**config.mk**
```make
export PLATFORM = sky130hd
export DESIGN_NAME = irq_edge_ctrl
export DESIGN_NICKNAME = d
export VERILOG_FILES = /design/src/rtl/irq_edge_ctrl_pkg.sv /design/src/rtl/irq_edge_chan.sv /design/src/rtl/irq_edge_ctrl_reg.sv /design/src/rtl/irq_edge_ctrl.sv
export SDC_FILE = /design/constraint.sdc
export NUM_CORES = 1
export LEC_CHECK = 0
export BUFFER_PORTS_ARGS = -buffer_cell sky130_fd_sc_hd__buf_2
export CAP_MARGIN = 20
export CORE_MARGIN = 2
export CORE_UTILIZATION = 35
export CTS_BUF_LIST = sky130_fd_sc_hd__clkbuf_8
export DETAILED_ROUTE_END_ITERATION = 12
export SYNTH_ARGS = -nofsm -noshare
export SYNTH_HDL_FRONTEND = slang
export SYNTH_SLANG_ARGS = --single-unit
```
**constraint.sdc**
```tcl
create_clock -name cpu_clk -period 2 [get_ports cpu_clk]
set_clock_uncertainty 0.05 [all_clocks]
set_input_delay 0.1 -clock cpu_clk [delete_from_list [all_inputs] [get_ports cpu_clk]]
set_output_delay 0.1 -clock cpu_clk [all_outputs]
set_load 0.02 [all_outputs]
```
**src/rtl/irq_edge_ctrl_pkg.sv**
```systemverilog
// Shared constants and sizing helpers for the interrupt edge controller.
package irq_edge_ctrl_pkg;

  localparam logic [1:0] MODE_OFF  = 2'b00;
  localparam logic [1:0] MODE_RISE = 2'b01;
  localparam logic [1:0] MODE_FALL = 2'b10;
  localparam logic [1:0] MODE_BOTH = 2'b11;

  // Bits needed to hold a down-counter starting at max_val.
  function automatic int cnt_w(input int max_val);
    return (max_val < 1) ? 1 : $clog2(max_val + 1);
  endfunction

  // Cycles after reset release during which edge detection is suppressed.
  function automatic int warm_len(input int sync_stages);
    return sync_stages + 1;
  endfunction

endpackage

```
**src/rtl/irq_edge_chan.sv**
```systemverilog
// One interrupt channel: synchroniser, edge detect, pending bit and pulse stretcher.
// Stretch counter is built only when IRQ_EDGE_CTRL_STRETCH_EN is defined.
module irq_edge_chan
  import irq_edge_ctrl_pkg::*;
#(
  parameter int SYNC_STAGES = 2,
  parameter int STRETCH     = 8
) (
  input  logic       clk,
  input  logic       rst_n,
  input  logic       irq_in,
  input  logic [1:0] mode,
  input  logic       det_en,
  input  logic       clr,
  output logic       pend,
  output logic       pulse
);

  // sync_pipe[SYNC_STAGES-1] is the synchronised level, sync_pipe[SYNC_STAGES] its previous value.
  logic [SYNC_STAGES:0] sync_pipe, sync_nxt;
  logic s, p, rise_sel, fall_sel, det, pend_nxt;

  assign sync_nxt = {sync_pipe[SYNC_STAGES-1:0], irq_in};

  irq_edge_ctrl_reg #(.W(SYNC_STAGES+1), .RST_VAL('0)) u_sync (
    .clk(clk), .rst_n(rst_n), .d(sync_nxt), .q(sync_pipe)
  );

  assign s        = sync_pipe[SYNC_STAGES-1];
  assign p        = sync_pipe[SYNC_STAGES];
  assign rise_sel = (mode == MODE_RISE) || (mode == MODE_BOTH);
  assign fall_sel = (mode == MODE_FALL) || (mode == MODE_BOTH);
  assign det      = det_en && (mode != MODE_OFF) &&
                    ((rise_sel && s && !p) || (fall_sel && !s && p));

  // A new edge beats a simultaneous clear so no edge is lost.
  assign pend_nxt = det | (pend & ~clr);

  irq_edge_ctrl_reg #(.W(1), .RST_VAL(1'b0)) u_pend (
    .clk(clk), .rst_n(rst_n), .d(pend_nxt), .q(pend)
  );

`ifdef IRQ_EDGE_CTRL_STRETCH_EN
  localparam int CW = cnt_w(STRETCH);
  logic [CW-1:0] cnt, cnt_nxt;

  always_comb begin
    cnt_nxt = cnt;
    if (det)              cnt_nxt = CW'(STRETCH);
    else if (cnt != '0)   cnt_nxt = cnt - 1'b1;
  end

  irq_edge_ctrl_reg #(.W(CW), .RST_VAL('0)) u_cnt (
    .clk(clk), .rst_n(rst_n), .d(cnt_nxt), .q(cnt)
  );

  assign pulse = |cnt;
`else
  irq_edge_ctrl_reg #(.W(1), .RST_VAL(1'b0)) u_pulse (
    .clk(clk), .rst_n(rst_n), .d(det), .q(pulse)
  );
`endif

endmodule

```
**src/rtl/irq_edge_ctrl_reg.sv**
```systemverilog
// Parametrised register primitive: async active-low reset to RST_VAL.
module irq_edge_ctrl_reg #(
  parameter int              W       = 1,
  parameter logic [W-1:0]    RST_VAL = '0
) (
  input  logic         clk,
  input  logic         rst_n,
  input  logic [W-1:0] d,
  output logic [W-1:0] q
);

  always_ff @(posedge clk or negedge rst_n) begin
    if (!rst_n) q <= RST_VAL;
    else        q <= d;
  end

endmodule

```
**src/rtl/irq_edge_ctrl.sv**
```systemverilog
// Multi-channel interrupt edge capture with combined registered irq.
// Define IRQ_EDGE_CTRL_STRETCH_EN to build the STRETCH-cycle pulse counters.
module irq_edge_ctrl
  import irq_edge_ctrl_pkg::*;
#(
  parameter int NCH         = 4,
  parameter int SYNC_STAGES = 2,
  parameter int STRETCH     = 8
) (
  input  logic             cpu_clk,
  input  logic             cpu_resetn,
  input  logic [NCH-1:0]   irq_in,
  input  logic [2*NCH-1:0] mode,
  input  logic [NCH-1:0]   en,
  input  logic             clr_valid,
  input  logic [NCH-1:0]   clr_mask,
  output logic [NCH-1:0]   pend,
  output logic [NCH-1:0]   pulse,
  output logic             irq
);

  localparam int WARM = warm_len(SYNC_STAGES);
  localparam int WW   = cnt_w(WARM);

  logic [WW-1:0] warm_cnt, warm_nxt;
  logic          det_en, irq_nxt;

  // Saturating warm-up counter keeps reset-time sync garbage from looking like an edge.
  assign det_en   = (warm_cnt == WW'(WARM));
  assign warm_nxt = det_en ? warm_cnt : warm_cnt + 1'b1;

  irq_edge_ctrl_reg #(.W(WW), .RST_VAL('0)) u_warm (
    .clk(cpu_clk), .rst_n(cpu_resetn), .d(warm_nxt), .q(warm_cnt)
  );

  for (genvar i = 0; i < NCH; i++) begin : g_chan
    irq_edge_chan #(.SYNC_STAGES(SYNC_STAGES), .STRETCH(STRETCH)) u_chan (
      .clk   (cpu_clk),
      .rst_n (cpu_resetn),
      .irq_in(irq_in[i]),
      .mode  (mode[2*i +: 2]),
      .det_en(det_en),
      .clr   (clr_valid & clr_mask[i]),
      .pend  (pend[i]),
      .pulse (pulse[i])
    );
  end

  assign irq_nxt = |(pend & en);

  irq_edge_ctrl_reg #(.W(1), .RST_VAL(1'b0)) u_irq (
    .clk(cpu_clk), .rst_n(cpu_resetn), .d(irq_nxt), .q(irq)
  );

endmodule

```
* Yosys cells after proc, flatten, opt, wreduce, memory -nomap -nowiden *
Cells that the tools add are included.
W data, S select, Z words.

storage, ports and cells
  flip-flop bits (word level) = 23
  word-level logic and storage cells = 94
  output and inout port bits = 9
  bits of input ports = 23

operators by class
  bitwise gates (word level) = 17
  eq/ne operators = 13
  reductions and logical operators = 49
  $add $sub $neg = 1

operators by type and width
  cell                   count
  $logic_and A1 B1 Y1    24
  $eq A2 B2 Y1 const B   9
  $logic_or A1 B1 Y1     12
  $and A1 B1 Y1          8
  $eq A2 B1 Y1 const B   4
  $logic_not A1 Y1       8
  $reduce_bool A2 Y1     4
  $and A4 B4 Y4          1
  $not A1 Y1             4
  $or A1 B1 Y1           4
  $reduce_or A4 Y1       1
  $add A2 B1 Y2 const B  1

* Longest topological paths before layout *
Gate-level depths: netlist (run 1).

  word-level depth = 7
  depth in mapped cells = 4
  gate-level depth less buffers = 3

* Modules after synthesis *
A second synthesis (run 1) with hierarchy kept.

second synthesis, totals
  cells, all modules = 53
  area total of the unflattened synthesis = 768.2 µm²

modules (own cells, without submodules)
  module                                            area each (µm²)  seq. area each (µm²)  instances  cells an instance
  irq_edge_ctrl_reg at g_chan[0].u_chan.u_sync ...  75.1             75.1                  4          3
  irq_edge_ctrl_reg at g_chan[0].u_chan.u_pend ...  25.0             25.0                  9          1
  irq_edge_chan                                     32.5             0.0                   4          5
  irq_edge_ctrl                                     62.6             0.0                   1          10
  irq_edge_ctrl_reg at u_warm                       50.0             50.0                  1          2

* Worst setup path before layout (run 1) *
Ideal clock, no wire load.

  path type = register to register
  start point = reg u_warm.q[0]
  end point = reg u_warm.q[1]
  setup time = 0.125 ns
  clock period less this slack = 1.159 ns
  arrival time = 0.984 ns
  slack = 0.841 ns
  buffers on the path = 1
  required time = 1.825 ns
  stages on the path, launching flop included = 4
  cell sequence = dfrtp_1 ha_1 buf_6 mux2_4

on the way
  word-level cells in the longest chain between the ends = 1
  elaborated cells on any way between the ends = 2
  those cells by class = add/sub (1); eq/ne (1)

ends and longest elaborated chain
  what                                                  RTL line                                  text
  start, declared                                       irq_edge_ctrl_reg.sv:9                    output logic [W-1:0] q
  start signal, assigned                                irq_edge_ctrl_reg.sv:13                   if (!rst_n) q <= RST_VAL;
  start signal, assigned                                irq_edge_ctrl_reg.sv:14                   else q <= d;
  $add A2 B1 Y2 / $eq A2 B2 Y1 (equally long branches)  irq_edge_ctrl.sv:30, irq_edge_ctrl.sv:29

Several ways; a longest one is shown, not always the timed one.
A chain may end at the register's enable or synchronous reset.

* Worst setup path in the final report (run 1) *
Ends and elaborated chain as after synthesis.

==> metrics.yaml, run 1 <==
setup_path:
  crit_required_ns: 2.10
  crit_slowest_cell: "ha_1"
  cp.arrival_ns: 1.35
  path_max_fanout: 10
  worst_setup_path_start_kind: "flop"
  path_cells: "ha_1 > mux2_4"
  critPathMaxStageDelay_ns: 0.40
  rr_startpoint: "u_warm.q[0]"
  endpoint_kind: "flop"
  reg2reg_depth: 2
  crit_type: "reg -> reg"
  cp-startpoint: "u_warm.q[0]"
cts:
  post_cts_resize_count: 0
  htreeDepth: 1
  clk_pin_slew_ns: 0.08
  clk_latency_ns: 0.26
  cts_root_buf: "clkbuf_8"
  cts_sinks: 23
  cts_inserted_buffers: 3
  post_cts_buffers: 0
  cts_tree: "built"
  clockBufferDepth: 2
drt:
  first_pass_iters: 3
  via_per_inst: 4.63
  ant_nets: 0
  wl_per_cell_um: 11.7
  drt_first_iter_violations: 5
  drc: 0
  dr_total_vias: 542
  wirelength_um: 1370
cells_and_area:
  area_growth_pct: 25.3
  final_common_cell: "buf_2"
  final_cell_mix: "31 x buf_2, 23 x dfrtp_1, 8 x nand4b_1, 5 x nand2_1, 5 x dlygate4sd3_1"
  nets: 114
  drive_above_1_share: 0.438
  antennaDiodeCount: 0
  instances_no_fill: 117
die:
  initial_utilization: 0.376
  die_x_um: 53.2
  fp-row-count: 17
  core_area_um2: 2250
  die_h_um: 53.2
  dieArea_um2: 2830
  num_io_pins: 32
min_path:
  hold_class: "in -> reg"
  hp-start: "en[2]"
  hold_path_depth: 3
pwr:
  ir_worst_vdd_mv: 0.463
  pwr_density_cell_nw_per_um2: 851
  p_leak_nw: 0.534
logic_synthesis:
  avgSynthCellArea_um2: 14.6
  ys_seq_area_frac: 0.679
  synthCells: 58
  syn_nets: 82
  ys_warn_count: 0
  yosys_register_bits: 23
  synthDistinctLibCells: 11
  syn_area_um2: 847
global_routing:
  grt_pass1_vias: 541
  grt.total_usage: 0.114
  grt_max_degree: 24
  antenna_found_initial: 0
  grt_pass1_wl_um: 2230
  grt.overflow.total: 0
sta:
  max_freq_ghz: 0.795
  finalHoldViolCount: 0
  rsz0062_at_grt: "false"
  drv_slew: 0
  tns_ns: 0
  hold_ws_ns: 0.00428
  setup_violations: 0
  period_share: 0.629
  worstMarginPinSlew_ns: 0.492
  relSlewSlack: 0.672
  finalCriticalPeriod_ns: 1.26
placement:
  routabilityCongestion: 0.667
  dp_hpwl_um: 1030
  placed_cells: 108
  portBuffers: 31
run:
  drv_cap: 0
status:
  status: "complete, no violations"
-- routing by layer --
metal	vias to the layer above	track usage	wire, µm
met2	22	0.198	674
li1	258	-	-
met5	-	0	0
met3	2	0.0311	97
met4	0	0.0641	15
met1	260	0.124	585
-- critical path, delay by kind of cell, from the launching register on --
kind                     cells  cell delay, ns
adder cells (fa/ha/maj)      1            0.40
flip-flops                   1            0.37
multiplexers                 1            0.33
-- layout make-up --
cell class                 count  area, µm²
multi-input combinational     26        200
sequential                    23        576
clock inverter                 1       3.75
fill                         221       1190
clock buffer                   3       41.3
timing repair buffer          36        205
tap                           28       35.0
-- where the power goes --
| group | switching [W] | internal, W | total, W |
|---|---|---|---|
| sequential | 0.0000146 | 0.000497 | 0.000511 |
| clock | 0.000135 | 0.000137 | 0.000272 |
| combinational | 0.0000616 | 0.0000588 | 0.000120 |
-- kinds of logic after synthesis --
family,Yosys count,share of synthesized area
flops,23,0.679
buf+inv,9,0.0842
fa+ha+maj,1,0.0148
xor+xnor,1,0.0103
mux,1,0.0177
simple gates,17,0.129
compound gates,6,0.0650
-- metrics by stage --
stage                     total power, W   util  setup WS [ns]  instance area [µm²]
after detailed placement        0.000636  0.428          0.739                  966
after global routing            0.000952  0.471          0.665                 1060
after CTS                       0.000916  0.471          0.731                 1060
after global placement          0.000633  0.428          0.780                  966
final                           0.000903  0.471          0.742                 1060
after floorplan                 0.000602      -          0.841                  847
-- synth_stat cells, drive strengths merged --
master	number	area (µm²)
a21bo	4	40.0
nand3	4	20.0
buf	9	71.3
nand4b	8	70.1
nand2	5	18.8
ha	1	12.5
mux2	1	15.0
dfrtp	23	576
xnor2	1	8.76
a22oi	2	15.0
-- repair_timing --
item                       in CTS  in global routing
setup endpoints to repair       0                  0
hold buffers                    5                  0
hold endpoints to repair       27                  0
-- registers in the layout, indices dropped and copies added, names as in the netlist --
register	count
g_chan.u_chan.u_sync.q	12
g_chan.u_chan.u_pend.q	4
g_chan.u_chan.u_pulse.q	4
u_warm.q	2
u_irq.q	1
-- path summary, 6_finish.rpt --
check	end	slack, ns
worst max-delay path	u_warm.q[1]	0.74
worst min-delay path	u_irq.q	0.004
worst max register to register	u_warm.q[1]	0.74
worst min register to register	g_chan[0].u_chan.u_sync.q[1]	0.30
max in group asynchronous	g_chan[1].u_chan.u_pulse.q	1.27
min in group asynchronous	g_chan[0].u_chan.u_sync.q[0]	0.29
Note: power is estimated with default switching activity, not from simulation.
==> run 2, diff against run 1 <==
==> constraint.sdc (replaced) <==
create_clock -name cpu_clk -period 1.14 [get_ports cpu_clk]
set_clock_uncertainty 0.05 [all_clocks]
set_input_delay 0.057 -clock cpu_clk [delete_from_list [all_inputs] [get_ports cpu_clk]]
set_output_delay 0.057 -clock cpu_clk [all_outputs]
set_load 0.02 [all_outputs]
==> run 2 against run 1 <==
Compared with the run above: register-to-register slack got worse by 0.69 ns; hold slack improved by 0.021 ns; maximum frequency rose by 16%.
==> metrics.yaml, run 2 (synthesis results as in run 1) <==
cells_and_area:
  antennaDiodeCount: 0  # unchanged
  final_cell_mix: "31 x buf_2, 23 x dfrtp_1, 9 x dlygate4sd3_1, 8 x nand4b_1, 5 x nand2_1"
  final_common_cell: "buf_2"
  area_growth_pct: 32.3
  instances_no_fill: 122  # +4.3%
  nets: 119  # +4.4%
  largest_register_ffs: 12  # unchanged
  regMostFlops: "g_chan.u_chan.u_sync.q"
  top_regs: "g_chan.u_chan.u_sync.q: 12 flops, g_chan.u_chan.u_pend.q: 4 flops, g_chan.u_chan.u_pulse.q: 4 flops"
  final_core_util: 0.497  # +0.0266
  drive_above_1_share: 0.436  # -0.00203
placement:
  dp_slack_ns: -0.0104  # -0.750 ns
  placed_cells: 109  # +0.93%
  dp_hpwl_um: 975  # -5.1%
  portBuffers: 31  # unchanged
  routabilityCongestion: 0.673  # +0.84%
setup_path:
  path_max_fanout: 10  # unchanged
  cp.arrival_ns: 1.18  # -0.17 ns
  worst_setup_path_start_kind: "flop"
  endpoint_kind: "flop"
  crit_type: "reg -> reg"
  crit_required_ns: 1.23  # -0.87 ns
min_path:
  hold_class: "in -> reg"
drt:
  via_per_inst: 4.42  # -4.6%
  wl_per_cell_um: 11.8  # +0.51%
  drc: 0  # unchanged
  wirelength_um: 1440  # +4.8%
  drt_first_iter_violations: 1  # -4
  dr_total_vias: 539  # -0.55%
  first_pass_iters: 2  # -1
  ant_nets: 0  # unchanged
cts:
  cts_sinks: 23  # unchanged
  clk_latency_ns: 0.25  # about the same
  cts_root_buf: "clkbuf_8"
  clk_pin_slew_ns: 0.07  # about the same
  cts_tree: "built"
  cts_inserted_buffers: 3  # unchanged
  htreeDepth: 1  # unchanged
  clockBufferDepth: 2  # unchanged
  post_cts_buffers: 0  # unchanged
pwr:
  ir_worst_vdd_mv: 0.765  # +65%
  sw_frac_of_total: 0.231  # -0.00292
  p_leak_nw: 0.556  # +4.2%
  power_frac_clock: 0.297  # -0.004
  p_sw_w: 0.000367  # +74%
  intPower_w: 0.00122  # +77%
  power_frac_comb: 0.140  # +0.007
  sequentialPowerShare: 0.564  # -0.002
  pwr_density_cell_nw_per_um2: 1420  # +67%
sta:
  finalHoldViolCount: 0  # unchanged
  period_share: 0.951  # +0.322
  max_freq_ghz: 0.922  # +16%
  setup_violations: 0  # unchanged
  drv_slew: 0  # unchanged
  worstMarginPinSlew_ns: 0.480  # -0.0122 ns
  relSlewSlack: 0.680  # +0.00813
  finalCriticalPeriod_ns: 1.08  # -0.173 ns
  fin_ws_ns: 0.0556  # -0.687 ns
  rsz0062_at_grt: "false"
  hold_ws_ns: 0.0250  # +0.0207 ns
die:
  num_io_pins: 32  # unchanged
  die_h_um: 53.2  # unchanged
  dieArea_um2: 2830  # unchanged
  fp-row-count: 17  # unchanged
  initial_utilization: 0.376  # unchanged
  die_x_um: 53.2  # unchanged
  core_area_um2: 2250  # unchanged
global_routing:
  antenna_found_initial: 0  # unchanged
  grt_pass1_wl_um: 2190  # -1.5%
  grt.overflow.total: 0  # unchanged
  grt_max_degree: 24  # unchanged
  grt.total_usage: 0.114  # +0.000138
  grt_pass1_vias: 513  # -5.2%
status:
  status: "complete, no violations"
run:
  drv_cap: 0  # unchanged
## run 2: worst paths after layout
kind | start | endpoint | slack [ns] | cells past startpoint
max | u_warm.q[0] | u_warm.q[1] | 0.06 | 2
min | mode[1] | g_chan[0].u_chan.u_pulse.q | 0.02 | 3
max reg2reg | u_warm.q[0] | u_warm.q[1] | 0.06 | 2
min reg2reg | g_chan[1].u_chan.u_sync.q[0] | g_chan[1].u_chan.u_sync.q[1] | 0.30 | 0
max in group asynchronous | cpu_resetn | g_chan[2].u_chan.u_sync.q[0] | 0.48 | 2
min in group asynchronous | cpu_resetn | g_chan[0].u_chan.u_pulse.q | 0.24 | 2
## run 2: layout make-up
cell class / count / area, µm²
clock inverter: 1 / 3.75
clock buffer: 3 / 41.3
sequential: 23 / 576
tap: 28 / 35.0
multi-input combinational: 26 / 213
fill: 206 / 1130
timing repair buffer: 41 / 253
## run 2: worst max-delay path: stages, from the launching register on
cell,delay (ns)
dfrtp_1,0.40
ha_4,0.22
mux2_4,0.30
## run 2: repair_timing
action / 4_1_cts / 5_1_grt
hold buffers: 9 / 0
endpoints found under the hold margin: 28 / 0
resized for setup: 1 / 0
setup endpoints to repair: 1 / 0
## run 2: power by group through the flow
stage / logic, W / clock network, W / registers [W]
detailed placement: 0.000201 / 0 / 0.000914
floorplan: 0.000140 / 0 / 0.000915
finish: 0.000222 / 0.000472 / 0.000896
global placement: 0.000199 / 0 / 0.000911
CTS: 0.000225 / 0.000495 / 0.000897
global route: 0.000242 / 0.000526 / 0.000905
## run 2: through the flow
step / cell area (µm²) / TNS [ns] / power [W]
2_1_floorplan: 850 / 0 / 0.00106
3_3_place_gp: 976 / 0 / 0.00111
3_5_place_dp: 976 / -0.0104 / 0.00111
4_1_cts: 1120 / 0 / 0.00162
5_1_grt: 1120 / 0 / 0.00167
6_report: 1120 / 0 / 0.00159
## run 2: layer usage
metal,wire length [µm],track usage,vias to the layer above
li1,-,-,267
met1,577,0.132,249
met2,750,0.200,23
met3,111,0.0254,0
met4,0,0.0513,0
met5,0,0,-
==> run 3, diff against run 2 <==
--- a/config.mk
+++ b/config.mk
@@ -7,10 +7,13 @@
 export LEC_CHECK = 0
 export BUFFER_PORTS_ARGS = -buffer_cell sky130_fd_sc_hd__buf_2
 export CAP_MARGIN = 20
+export CELL_PAD_IN_SITES_DETAIL_PLACEMENT = 1
+export CELL_PAD_IN_SITES_GLOBAL_PLACEMENT = 2
 export CORE_MARGIN = 2
-export CORE_UTILIZATION = 35
+export CORE_UTILIZATION = 29
 export CTS_BUF_LIST = sky130_fd_sc_hd__clkbuf_8
 export DETAILED_ROUTE_END_ITERATION = 12
+export PLACE_DENSITY_LB_ADDON = 0.1
 export SYNTH_ARGS = -nofsm -noshare
 export SYNTH_HDL_FRONTEND = slang
 export SYNTH_SLANG_ARGS = --single-unit
==> run 3 against run 2 <==
Compared with the run above: clock-buffer cell count unchanged; global-route usage decreased by 0.55 points; flip-flop and latch count unchanged; non-clock buffer count unchanged; die area increased by 19%; largest cell class unchanged; highest routed layer is now met4.
==> metrics.yaml, run 3 (synthesis results as in run 1) <==
status:
  status: "complete, no violations"
placement:
  routabilityCongestion: 0.695  # +3.3%
  dp_slack_ns: 0.00637  # +0.0168 ns
  portBuffers: 31  # unchanged
  dp_hpwl_um: 1080  # +11%
  placed_area_um2: 980  # +0.38%
sta:
  max_freq_ghz: 0.905  # -1.8%
  drv_slew: 0  # unchanged
  hold_ws_ns: 0.0338  # +0.00888 ns
  setup_violations: 0  # unchanged
  period_share: 0.969  # +0.0177
  rsz0062_at_grt: "true"
  relSlewSlack: 0.666  # -0.0138
  tns_ns: 0  # unchanged
  finalCriticalPeriod_ns: 1.10  # +0.0202 ns
  fin_ws_ns: 0.0354  # -0.0202 ns
  worstMarginPinSlew_ns: 0.500  # +0.0206 ns
  finalHoldViolCount: 0  # unchanged
die:
  die_h_um: 58.0  # +9.1%
  num_io_pins: 32  # unchanged
  initial_utilization: 0.307  # -0.0685
  dieArea_um2: 3370  # +19%
  core_area_um2: 2760  # +22%
  fp-row-count: 19  # +2
  die_x_um: 58.0  # +9.1%
cells_and_area:
  area_growth_pct: 32.9
  final_cell_mix: "31 x buf_2, 23 x dfrtp_1, 9 x dlygate4sd3_1, 8 x nand4b_1, 5 x nand2_1"
  nets: 119  # unchanged
  regMostFlops: "g_chan.u_chan.u_sync.q"
  final_common_cell: "buf_2"
  drive_above_1_share: 0.447  # +0.0106
  largest_register_ffs: 12  # unchanged
  top_regs: "g_chan.u_chan.u_sync.q: 12 flops, g_chan.u_chan.u_pend.q: 4 flops, g_chan.u_chan.u_pulse.q: 4 flops"
  final_area_um2: 1130  # +0.45%
  antennaDiodeCount: 0  # unchanged
  final_core_util: 0.408  # -0.0889
global_routing:
  grt.overflow.total: 0  # unchanged
  antenna_found_initial: 0  # unchanged
  grt_pass1_vias: 598  # +17%
  grt.total_usage: 0.109  # -0.00553
  grt_pass1_wl_um: 2640  # +20%
  grt_max_degree: 24  # unchanged
drt:
  wl_per_cell_um: 12.7  # +8.0%
  ant_nets: 0  # unchanged
  dr_total_vias: 569  # +5.6%
  drc: 0  # unchanged
  wirelength_um: 1590  # +11%
  via_per_inst: 4.55  # +3.0%
  drt_first_iter_violations: 9  # +8
  first_pass_iters: 4  # +2
setup_path:
  cp.arrival_ns: 1.21  # +0.03 ns
  crit_slowest_cell: "dfrtp_1"
  path_cells: "ha_4 > mux2_4"
  worst_setup_path_start_kind: "flop"
  crit_type: "reg -> reg"
  critPathBufInv: 0  # unchanged
  path_max_fanout: 10  # unchanged
  critPathMaxStageDelay_ns: 0.41  # about the same
  critPathTopFamily: "flip-flops"
  endpoint_kind: "flop"
  crit_required_ns: 1.25  # +0.02 ns
run:
  drv_cap: 0  # unchanged
cts:
  cts_root_buf: "clkbuf_8"
  cts_inserted_buffers: 3  # unchanged
  htreeDepth: 1  # unchanged
  cts_tree: "built"
  clockBufferDepth: 2  # unchanged
  clk_pin_slew_ns: 0.08  # about the same
  clk_latency_ns: 0.26  # about the same
  cts_sinks: 23  # unchanged
min_path:
  hold_class: "in -> reg"
pwr:
  p_leak_nw: 0.555  # -0.25%
  pwr_density_cell_nw_per_um2: 1440  # +1.4%
  ir_worst_vdd_mv: 0.775  # +1.4%
run 3: metal layers:
| metal | global-route usage | vias to the layer above | wire (µm) |
|---|---|---|---|
| li1 | - | 269 | - |
| met1 | 0.132 | 272 | 685 |
| met2 | 0.167 | 24 | 741 |
| met3 | 0.0335 | 4 | 131 |
| met4 | 0.0698 | 0 | 32 |
| met5 | 0 | - | 0 |
run 3: timing repair:
item                                    in CTS  in global routing
endpoints found under the setup margin       1                  1
hold buffers                                 9                  0
hold endpoints to repair                    28                  0
gates resized for setup                      1                  0
setup buffers                                0                  0
pin swaps                                    0                  1
run 3: layout make-up:
cell class / instances / area, µm²
timing repair buffer: 41 / 253
sequential: 23 / 576
clock inverter: 1 / 5.00
multi-input combinational: 26 / 213
fill: 289 / 1630
tap: 31 / 38.8
clock buffer: 3 / 41.3
run 3: worst paths after layout:
check	to	slack, ns	cells past startpoint	start
setup / recovery	u_warm.q[1]	0.04	2	u_warm.q[1]
hold / removal	g_chan[1].u_chan.u_pulse.q	0.03	3	mode[3]
setup reg to reg	u_warm.q[1]	0.04	2	u_warm.q[1]
hold reg to reg	g_chan[0].u_chan.u_sync.q[1]	0.30	0	g_chan[0].u_chan.u_sync.q[0]
max in group asynchronous	g_chan[0].u_chan.u_sync.q[2]	0.46	2	cpu_resetn
min in group asynchronous	g_chan[1].u_chan.u_sync.q[2]	0.24	2	cpu_resetn
run 3: worst min-delay path: cells and delay by family:
| kind | cells | cell delay [ns] |
|---|---|---|
| and+or+nand+nor | 2 | 0.16 |
| buffers and inverters | 1 | 0.10 |
run 3: stage by stage:
step / instances / total power (W)
after floorplan: 58 / 0.00106
after global placement: 112 / 0.00112
after detailed placement: 112 / 0.00112
after CTS: 125 / 0.00165
after global routing: 125 / 0.00172
final: 125 / 0.00162
run 3: report_power, final:
part | leakage [nW] | internal, W | switching, W
Clock | 0.0255 | 0.000244 | 0.000256
Sequential | 0.265 | 0.000871 | 0.0000257
Combinational | 0.264 | 0.000112 | 0.000112
